`src/rtl/mux16_rr_scheduler.sv`:
```
// Round-robin sequencer for a shared 16:1 32-bit mux: picks a lane, drives the
// mux select and grants up to BURST accepted beats per tenure.
module mux16_rr_scheduler #(
    parameter int unsigned BURST = 4,
    parameter int unsigned CNT_W = (BURST > 1) ? $clog2(BURST) : 1
) (
    input  logic        clk,
    input  logic        rst_n,
    input  logic [15:0] req,
    input  logic [15:0] en_mask,
    input  logic        out_ready,
    output logic [3:0]  sel,
    output logic        out_valid,
    output logic [15:0] grant,
    output logic        busy
);

    typedef enum logic {StIdle, StServe} state_e;

    state_e           state_q, state_d;
    logic [3:0]       sel_q, sel_d;
    logic [3:0]       ptr_q, ptr_d;
    logic [CNT_W-1:0] cnt_q, cnt_d;
    logic [15:0]      elig;
    logic [3:0]       pick;
    logic [3:0]       lane;
    logic             found;
    logic             accept;
    logic             last_beat;

    assign elig = req & en_mask;

    // Circular priority scan starting at ptr_q; first eligible lane wins.
    always_comb begin
        pick  = ptr_q;
        found = 1'b0;
        lane  = '0;
        for (int i = 0; i < 16; i++) begin
            lane = ptr_q + 4'(i);
            if (!found && elig[lane]) begin
                pick  = lane;
                found = 1'b1;
            end
        end
    end

    assign out_valid = (state_q == StServe) && req[sel_q] && en_mask[sel_q];
    assign accept    = out_valid && out_ready;
    assign last_beat = (cnt_q == CNT_W'(BURST - 1));
    assign grant     = accept ? (16'h0001 << sel_q) : 16'h0000;
    assign busy      = (state_q == StServe);
    assign sel       = sel_q;

    always_comb begin
        state_d = state_q;
        sel_d   = sel_q;
        ptr_d   = ptr_q;
        cnt_d   = cnt_q;
        unique case (state_q)
            StIdle: begin
                if (found) begin
                    sel_d   = pick;
                    cnt_d   = '0;
                    state_d = StServe;
                end
            end
            StServe: begin
                // A dropped or masked lane forfeits the rest of its tenure.
                if (!out_valid || (accept && last_beat)) begin
                    state_d = StIdle;
                    ptr_d   = sel_q + 4'd1;
                end else if (accept) begin
                    cnt_d = cnt_q + CNT_W'(1);
                end
            end
            default: state_d = StIdle;
        endcase
    end

    always_ff @(posedge clk or negedge rst_n) begin
        if (!rst_n) begin
            state_q <= StIdle;
            sel_q   <= '0;
            ptr_q   <= '0;
            cnt_q   <= '0;
        end else begin
            state_q <= state_d;
            sel_q   <= sel_d;
            ptr_q   <= ptr_d;
            cnt_q   <= cnt_d;
        end
    end

endmodule
```
`config.mk`:
```
export PLATFORM = sky130hd
export DESIGN_NAME = mux16_rr_scheduler
export DESIGN_NICKNAME = d
export VERILOG_FILES = /design/src/rtl/mux16_rr_scheduler.sv
export SDC_FILE = /design/constraint.sdc
export NUM_CORES = 1
export LEC_CHECK = 0
export ABC_AREA = 0
export CAP_MARGIN = 20
export CORE_ASPECT_RATIO = 1.1
export CORE_MARGIN = 3
export CORE_UTILIZATION = 55
export DETAILED_ROUTE_END_ITERATION = 8
export GPL_ROUTABILITY_DRIVEN = 0
export HOLD_SLACK_MARGIN = 0.12
export PLACE_DENSITY = 0.81
export SLEW_MARGIN = 5
export SYNTH_ARGS = -nofsm -noshare
export SYNTH_HDL_FRONTEND = slang
export SYNTH_SLANG_ARGS = --single-unit
export TNS_END_PERCENT = 10
```
`constraint.sdc`:
```
create_clock -name clk -period 12.3 [get_ports clk]
set_input_delay 2.46 -clock clk [delete_from_list [all_inputs] [get_ports clk]]
set_output_delay 2.46 -clock clk [all_outputs]
set_load 0.01 [all_outputs]
```
; Word-level counts from Yosys, hierarchy flattened
; Index checks and enable logic that the tools add are counted.
[totals]
regBits = 11
elab_cells = 159
[op_classes]
add_sub_neg = 17
order_cmp = 17
eq_ne = 4
shift = 1
muxes = 75
bitwise_logic = 2
n_reduce_logical = 39
[op_table]
columns = op, n
row1 = 4-bit by 5-bit less-than comparator with 1-bit output (second input constant), 17
row2 = 1-bit binary-select mux with 4-bit select, 18
row3 = 4-bit 2-to-1 mux, 15
row4 = 1-bit 2-to-1 mux, 36
row5 = 4-bit adder (second input constant), 8
row6 = 1-bit logical AND, 19
row7 = 4-bit by 3-bit adder with 4-bit output (second input constant), 4
row8 = 16-bit bitwise AND, 1
row9 = 1-bit logical NOT, 16
row10 = 16-bit 2-to-1 mux, 1
row11 = 1-bit by 4-bit left shift with 16-bit output (first input constant), 1
row12 = 4-bit by 1-bit adder with 4-bit output (second input constant), 2
row13 = 4-bit by 2-bit adder with 4-bit output (second input constant), 2
row14 = 2-bit 2-to-1 mux, 3
row15 = 2-bit inequality test (second input constant), 2
row16 = 2-bit case mux with 2 select lines, 1
row17 = 2-bit AND reduction, 2
row18 = 3-bit AND reduction, 1
row19 = 2-bit by 1-bit adder with 2-bit output (second input constant), 1
row20 = 2-bit == test (second input constant), 1
row21 = 2-bit by 1-bit inequality test with 1-bit output (second input constant), 1
row22 = 1-bit case mux with 2 select lines, 1
row23 = 1-bit logical OR, 1
row24 = 1-bit inverter, 1

; Logic depth before layout (Yosys ltp)
; Gate-level depths: netlist (run 1).
[depth]
word_depth = 51
mapped_depth = 16

; Least setup slack after synthesis (run 1)
; No wires, ideal clock.
[synth_path]
path_kind = input to output
startpoint = in req[13]
endpoint = out grant[0]
t_arrival_ps = 4366
path_slack_ps = 5474
stages = 7
path_cell_list = nand2_1 -> mux4_2 -> mux4_2 -> nor2b_1 -> nand2_1 -> nor2_1 -> and3_1
[synth_via]
elab_chain_len = 6
[synth_lines]
columns = item, line
row1 = start: declaration, 9  ; input logic [15:0] req,
row2 = 1-bit binary-select mux with 4-bit select, 47  ; assign out_valid = (state_q == StServe) && req[sel_q] && en_mask[sel_q];
row3 = 1-bit 2-to-1 mux (implied by the code), 47
row4 = 1-bit logical AND (2 in a row), 47
row5 = net out_valid, 13  ; output logic out_valid,
row6 = 1-bit logical AND, 48  ; assign accept = out_valid && out_ready;
row7 = 16-bit 2-to-1 mux, 50  ; assign grant = accept ? (16'h0001 << sel_q) : 16'h0000;
row8 = end: declaration, 14  ; output logic [15:0] grant,
; The timed path passes the listed nets, and every way through them passes these cells. The select of a mux whose other input is x is not followed.

; Worst setup path after layout (run 1)
[layout_path]
startpoint = in en_mask[13]
endpoint = out grant[2]
[layout_via]
elab_chain_len = 5
[layout_lines]
columns = item, line
row1 = start: declaration, 10  ; input logic [15:0] en_mask,
row2 = 1-bit binary-select mux with 4-bit select, 47
row3 = 1-bit 2-to-1 mux (implied by the code), 47
row4 = 1-bit logical AND, 47
row5 = 1-bit logical AND, 48
row6 = 16-bit 2-to-1 mux, 50
; No other way between the ends. The select of a mux whose other input is x is not followed.

==> results of run 1 <==
registers in the layout (all words and copies together) (netlist names):
name	cells
ptr_q	4
cnt_q	2
sel	4
busy	1
Yosys cell counts, drive strengths merged, types with 11 or more instances:
master / count / area share (%)
a21oi: 17 / 2.2
and2: 18 / 2.9
and3: 12 / 1.9
buf: 22 / 3.4
dfrtp: 11 / 7.1
ha: 14 / 4.5
inv: 14 / 1.4
mux2i: 13 / 3.5
mux4: 32 / 19
nand2: 41 / 4.0
nand3: 27 / 3.8
nor2: 31 / 3.0
o2111ai: 16 / 3.6
o21ai: 29 / 3.8
o22ai: 13 / 2.1
xnor2: 12 / 3.1
through the flow:
step,instances,utilization [%]
floorplan,468,-
global placement,581,65.4
detailed placement,581,65.4
CTS,585,66.1
global route,585,66.1
finish,585,66.1
cell families (layout without fill, tap and decap cells):
group | Yosys count | in the layout | synth area share (%)
AOI/OAI and AO/OA | 149 | 149 | 28.2
DFF | 11 | 11 | 7.13
xor gates and xnor gates | 16 | 16 | 4.21
buffers and inverters | 43 | 78 | 5.48
and+or+nand+nor | 186 | 186 | 27.1
adders and majority gates | 14 | 14 | 4.54
muxes | 49 | 49 | 23.3
final cells by class:
class                   count  area, um^2
multi-input cells         414        3370
fillers                   581        2270
repair buffers             59         583
flip-flops and latches     11         277
well taps                  82         103
inverters                  15        56.3
clock buffers               4        45.0
layer usage:
| layer | vias up | track usage, % | wire length (um) |
|---|---|---|---|
| li1 | 1961 | - | - |
| met1 | 2016 | 40.9 | 4700 |
| met2 | 339 | 52.0 | 5890 |
| met3 | 62 | 5.00 | 1420 |
| met4 | 0 | 16.4 | 709 |
| met5 | - | 0 | 0 |
critical path: stages:
cell and delay (ps):
sky130_fd_sc_hd__clkdlybuf4s50_1 500, sky130_fd_sc_hd__nand2_1 210, sky130_fd_sc_hd__mux4_2 520, sky130_fd_sc_hd__mux4_2 470, sky130_fd_sc_hd__nor2b_1 210, sky130_fd_sc_hd__nand2_1 140, sky130_fd_sc_hd__nor2_1 330, sky130_fd_sc_hd__and3_1 210
sky130_fd_sc_hd__clkdlybuf4s50_1 540
placed cells by master, fill, tap and decap left out, types with 6 or more instances in the layout:
master	instances
sky130_fd_sc_hd__and3_1	12
sky130_fd_sc_hd__and2_1	18
sky130_fd_sc_hd__o2111ai_1	16
sky130_fd_sc_hd__nand4_1	7
sky130_fd_sc_hd__dfrtp_1	10
sky130_fd_sc_hd__nand3_1	26
sky130_fd_sc_hd__o21ai_0	28
sky130_fd_sc_hd__a41oi_1	7
sky130_fd_sc_hd__ha_1	14
sky130_fd_sc_hd__a21oi_1	17
sky130_fd_sc_hd__o211ai_1	8
sky130_fd_sc_hd__mux4_2	32
sky130_fd_sc_hd__o21a_1	6
sky130_fd_sc_hd__clkdlybuf4s50_1	56
sky130_fd_sc_hd__nand2_1	41
sky130_fd_sc_hd__mux2i_1	12
sky130_fd_sc_hd__nand4b_1	7
sky130_fd_sc_hd__xnor2_1	10
sky130_fd_sc_hd__o22ai_1	13
sky130_fd_sc_hd__nor2_1	31
sky130_fd_sc_hd__inv_1	12
worst max path at each step:
stage	start	endpoint	slack (ps)	depth (start not counted)
2_1_floorplan	req[13]	grant[0]	5470	7
3_3_place_gp	req[13]	grant[4]	4420	9
3_5_place_dp	en_mask[13]	grant[2]	4280	9
4_1_cts	en_mask[13]	grant[2]	4280	9
5_1_grt	en_mask[13]	grant[2]	4070	9
6_report	en_mask[13]	grant[2]	4240	9
==> results by stage, run 1 <==
Clock network:
- The clock-pin transition on the worst setup and hold timing paths is 50 ps.
- In this run, post-CTS hold repair placed 0 buffers.
- The TritonCTS clock tree is yes.
- In this run, post-CTS repair resized a total of 0 instances.
- The clock insertion delay at the later pin of the skew report is approximately 250 ps.
- The post-CTS setup-driven buffer insertion count is 0.
- Counting every sink on the clock net gives 11.
- In this run, CTS created clock tree buffers numbering 3.
- The deepest clock path buffer count is 2.
- The maximum level of the CTS H-tree is 1.
- CTS placed an instance of sky130_fd_sc_hd__clkbuf_8 at the clock tree root.

STA:
- Adding up every negative setup slack in the final design gives 0 ps.
- Static timing analysis puts the maximum clock frequency at between 100 and 150 MHz.
- The setup skew after layout is 0.962 ps.
- Setup repair after global routing left no endpoint under its margin.
- The routed design could run at a clock period as short as roughly 8100 ps.
- The worst path uses 65.6% of the clock period.
- The total count of max-transition violations in the final report is 0.
- The hold violation count in the final report came to 0.
- Setup violations remaining at the end of the flow were counted as 0.
- The worst hold slack after final layout is 585 ps.
- After layout, the worst setup slack is 4240 ps.
- At the pin with the least slew margin, the transition time is 923 ps.
- Measured against its own limit, the worst slew margin works out to 38.5%.

Run status:
- The flow ran to the end, and the final reports show no timing, DRC or antenna violations.

Global route:
- The first global-routing pass estimated 20,700 um of wire.
- The number of antenna violations at the first check in global routing came to 0.
- The pin count of the biggest net entering global routing is 85.
- The aggregate global routing overflow is 0.
- For this run, the total global-route usage over all layers was measured as 32.0%.
- The number of global-route vias before repair is slightly above 4,000.

Detailed routing:
- Once detail routing completed, the nets flagged for antenna violations numbered 0.
- The routed wirelength normalized by instance count is 21.7 um.
- The routed wire length is 12,700 um.
- The DRC violation total after the first TritonRoute iteration is 625.
- After detailed routing, the number of remaining DRC violations is 0.
- For this run, the detailed router's first-pass iteration total came to 7.
- The total via count in the routed design is between 4,000 and 5,000.
- The via-per-instance ratio is roughly 7.5.

Floorplan:
- The y dimension of the die is roughly 94 um.
- The core region is 6710 um^2.
- For this configuration, the core starts out at a cell density of 57.5%.
- The top-level I/O count is 57.
- The row count is 31.
- Measured along the x axis, the die boundary spans 85.9 um.
- The area of the die is 8060 um^2.

Worst setup path:
- For flop-to-flop paths, the worst setup slack is about 7000 ps.
- The required time at the endpoint of the critical path is 9840 ps.
- The arrival time of the worst setup path is 5600 ps.
- The critical path class is input pin to output port.
- In this run the worst path has a maximum fanout of 9.
- The worst reg2reg path startpoint is ptr_q[0].
- STA classifies the critical path endpoint as an output port.
- The worst setup path is launched from an input pin.
- The end of the worst register-to-register path is sel[2].
- The cell depth of the worst flop-to-flop path is 11.

Synthesis:
- Averaged over all synthesized cells, the footprint is 8.25 um^2.
- The number of enable flip-flop cells after synthesis is 0.
- In the synthesized netlist, the number of instances is 468.
- The total number of yosys warnings is 0.
- The distinct cell type count of the synthesized netlist is between 70 and 80.
- The number of storage elements in the synthesis netlist is 11.
- Of all flip-flops after synthesis, the portion carrying an async set or reset was 100%.
- The cell area after synthesis is 3860 um^2.
- The number of nets in the synthesized netlist is between 500 and 600.
- The sequential area share after synthesis is 7.13%.
- The flip-flop cell with the highest count after synthesis is sky130_fd_sc_hd__dfrtp_1.

Finish:
- The area growth from synthesis to layout is 14.9%.
- The post-route netlist has 13.1% of its cells at a drive strength greater than 1.
- The total number of nets in the final design is 553.
- The number of antenna diodes in the final layout is 0.
- The area of all placed cells without fillers is roughly 4400 um^2.

Placement:
- The detailed placement HPWL is 9820 um.
- The pre-CTS worst setup slack is 4280 ps.
- The count of buffers added on input and output ports is 56.
- After detailed placement, the total cell area comes to 4390 um^2.

Hold path:
- The startpoint identified for the worst hold timing path is cnt_q[1].
- The path with the worst hold slack has its endpoint at cnt_q[1].
- The tightest min-delay check is of the register to register type.
- The number of cells traversed by the worst hold path is 2.

Run:
- Across the run, the number of max-cap violations was 0.
Power of run 1 is left out: the tool's default activity adds up to more than one toggle a clock period on the data nets, which glitch-free logic cannot reach.
==> run 2, diff against run 1 <==
--- a/config.mk
+++ b/config.mk
@@ -9,11 +9,11 @@
 export CAP_MARGIN = 20
 export CORE_ASPECT_RATIO = 1.1
 export CORE_MARGIN = 3
-export CORE_UTILIZATION = 55
+export CORE_UTILIZATION = 51
 export DETAILED_ROUTE_END_ITERATION = 8
 export GPL_ROUTABILITY_DRIVEN = 0
 export HOLD_SLACK_MARGIN = 0.12
-export PLACE_DENSITY = 0.81
+export PLACE_DENSITY = 0.79
 export SLEW_MARGIN = 5
 export SYNTH_ARGS = -nofsm -noshare
 export SYNTH_HDL_FRONTEND = slang
==> constraint.sdc (replaced) <==
create_clock -name clk -period 6.92 [get_ports clk]
set_input_delay 1.384 -clock clk [delete_from_list [all_inputs] [get_ports clk]]
set_output_delay 1.384 -clock clk [all_outputs]
set_load 0.01 [all_outputs]
==> results by stage, run 2 (same netlist as run 1, synthesis figures left out) <==
Run status:
- The run finished with clean final reports.

Worst setup path:
- The critical path capture point type is an output port.
- The critical path class is input pin to output port.
- The type of element launching the critical path is an input pin.
- The maximum cell stage delay along the critical path is ~540 ps.
- At the worst endpoint, the required time is 5540 ps.
- The number of buffers and inverters on the critical path is 2.
- The highest net fanout along the worst path is 9.
- Traced cell by cell, the critical path runs through clkdlybuf4s50_1 -> nand2_1 -> mux4_2 -> mux4_2 -> nor2b_1 -> nand2_1 -> nor2_1 -> and3_1 -> clkdlybuf4s50_1.
- The arrival time of the worst setup path is between 4000 and 5000 ps.
- The standard cell with the maximum stage delay on the critical path is sky130_fd_sc_hd__clkdlybuf4s50_1.
- The kind of cell with the highest combined delay on the critical path is simple AND/OR/NAND/NOR gates.

STA:
- The transition at the pin with the smallest max-transition slack is approximately 940 ps.
- Setup violations remaining at the end of the flow were counted as 0.
- On the final layout, the worst clock skew is 0.377 ps.
- The total count of max-transition violations in the final report was 0.
- The hold violation count in the final report is 0.
- Across all hold checks on the routed design, the worst slack comes to 562 ps.
- Setup repair after global routing left no endpoint under its margin.
- The final critical path takes up 85.3% of the cycle.
- The aggregate negative setup slack is 0 ps.
- The clock period minus worst slack is 5900 ps.
- The relative max-transition margin is between 30% and 40%.
- The top achievable clock speed is 169 MHz.

Global route:
- The pin count of the biggest net entering global routing is 84.
- Global routing consumed, over all layers together, 30.3% of the routing resources.
- The number of global-route vias before repair is 4,221.
- The global-route wire length before repair is 21,100 um.
- The aggregate global routing overflow is 0.
- The number of antenna violations at the first check in global routing was 0.

Clock network:
- The clock root buffer master is sky130_fd_sc_hd__clkbuf_8.
- The clock drives 11 sinks.
- CTS built an H-tree with a depth of 1.
- The number of resized instances in the post-cts repair step is 0.
- In this run, CTS created clock tree buffers numbering 3.
- The clock insertion delay at the later pin of the skew report is 240 ps.
- The TritonCTS clock tree is yes.
- In this run the deepest clock path goes through 2 buffers.
- Hold repair after CTS inserted 0 buffers.
- Once the clock tree was built, the setup fixing pass inserted 0 buffers.
- After clock tree synthesis, the clock-pin slew on the worst setup and hold paths is about 50 ps.

Floorplan:
- The starting utilization of the core area is a little over half.
- The die extent in x is around 89 um.
- The die is between 90 and 100 um tall.
- The placeable core region is 7170 um^2.
- The top-level I/O count is 57.
- The row count is 32.
- The die covers approximately 8600 um^2.

Finish:
- In the layout the commonest cells are 56 x sky130_fd_sc_hd__clkdlybuf4s50_1, 41 x sky130_fd_sc_hd__nand2_1, 32 x sky130_fd_sc_hd__mux4_2, 31 x sky130_fd_sc_hd__nor2_1, 28 x sky130_fd_sc_hd__o21ai_0.
- The number of antenna repair diodes is 0.
- Summing all flip-flop and latch instances after layout gives approximately 280 um^2.
- The area growth from synthesis to layout is 15.4%.
- The total number of nets in the final design is ~560.
- The most frequent standard cell in the layout excluding fill and tap cells is sky130_fd_sc_hd__clkdlybuf4s50_1.
- The count of placed standard cells in the final layout, fillers left out is 590.
- Summing all multi-input logic gate instances after layout gives ~3400 um^2.
- The finished cells cover around 4500 um^2.
- The count of filler cells inserted in the layout is ~650.
- The post-route netlist has 13.5% of its cells at a drive strength greater than 1.

Detailed routing:
- The total DRC errors in the routed layout is 0.
- The total via count in the routed design is ~4,400.
- The routed wirelength normalized by instance count is 22.5 um.
- The first-pass iteration count of the detailed router is 5.
- Using the TritonRoute via totals, the vias-per-cell ratio works out to around 7.5.
- After the first detailed-routing iteration, the DRC count stood at about 630.
- Wires add up to 13,300 um.
- Once detail routing completed, the nets flagged for antenna violations numbered 0.

Placement:
- Detailed placement finished with a half-perimeter wire length of 10,200 um.
- Once placement finished, the instance area stood at 4410 um^2.
- Counting tap cells, the placed design contains a total of 586 instances.
- Buffers placed on the I/O ports in this run total 56.

Hold path:
- In this run the worst hold path is classified as register to register.

Run:
- The number of maximum-capacitance violations is 0.
## run 2: final cells by class
class	instances	share of cell area [%]
Sequential cell	11	6.21
Tap cell	85	2.39
Inverter	15	1.26
Clock buffer	4	1.01
Multi-Input combinational cell	414	75.7
Timing Repair Buffer	61	13.4
## run 2: layer usage
metal | track usage, % | share of wire, %
met4 | 12.9 | 5.2
met5 | 0 | 0
met3 | 5.00 | 11
met2 | 48.8 | 46
met1 | 39.3 | 38
## run 2: path summary, 6_finish.rpt
| check | startpoint | cells past startpoint | to | slack, ps |
|---|---|---|---|---|
| worst max-delay path | en_mask[13] | 9 | grant[0] | 1020 |
| worst min-delay path | cnt_q[0] | 2 | cnt_q[0] | 560 |
| worst max register to register | ptr_q[2] | 11 | sel[2] | 2100 |
| worst min register to register | cnt_q[0] | 2 | cnt_q[0] | 560 |
| max in group asynchronous | rst_n | 1 | ptr_q[0] | 5080 |
| min in group asynchronous | rst_n | 1 | sel[0] | 1480 |
## run 2: through the flow
| stage | worst slack [ps] | utilization (%) |
|---|---|---|
| after global routing | 827 | 62.2 |
| after floorplan | 2250 | - |
| final | 1020 | 62.2 |
| after detailed placement | 1040 | 61.5 |
| after CTS | 1040 | 62.2 |
| after global placement | 1140 | 61.5 |
## run 2: tightest hold or removal path: cells and delay by family, from the launching register on
family           cells  cell delay (ps)
flip-flops           1              360
AO/OA/AOI/OAI        1               70
AND/OR/NAND/NOR      1               90
Power of run 2 is left out for the same reason.
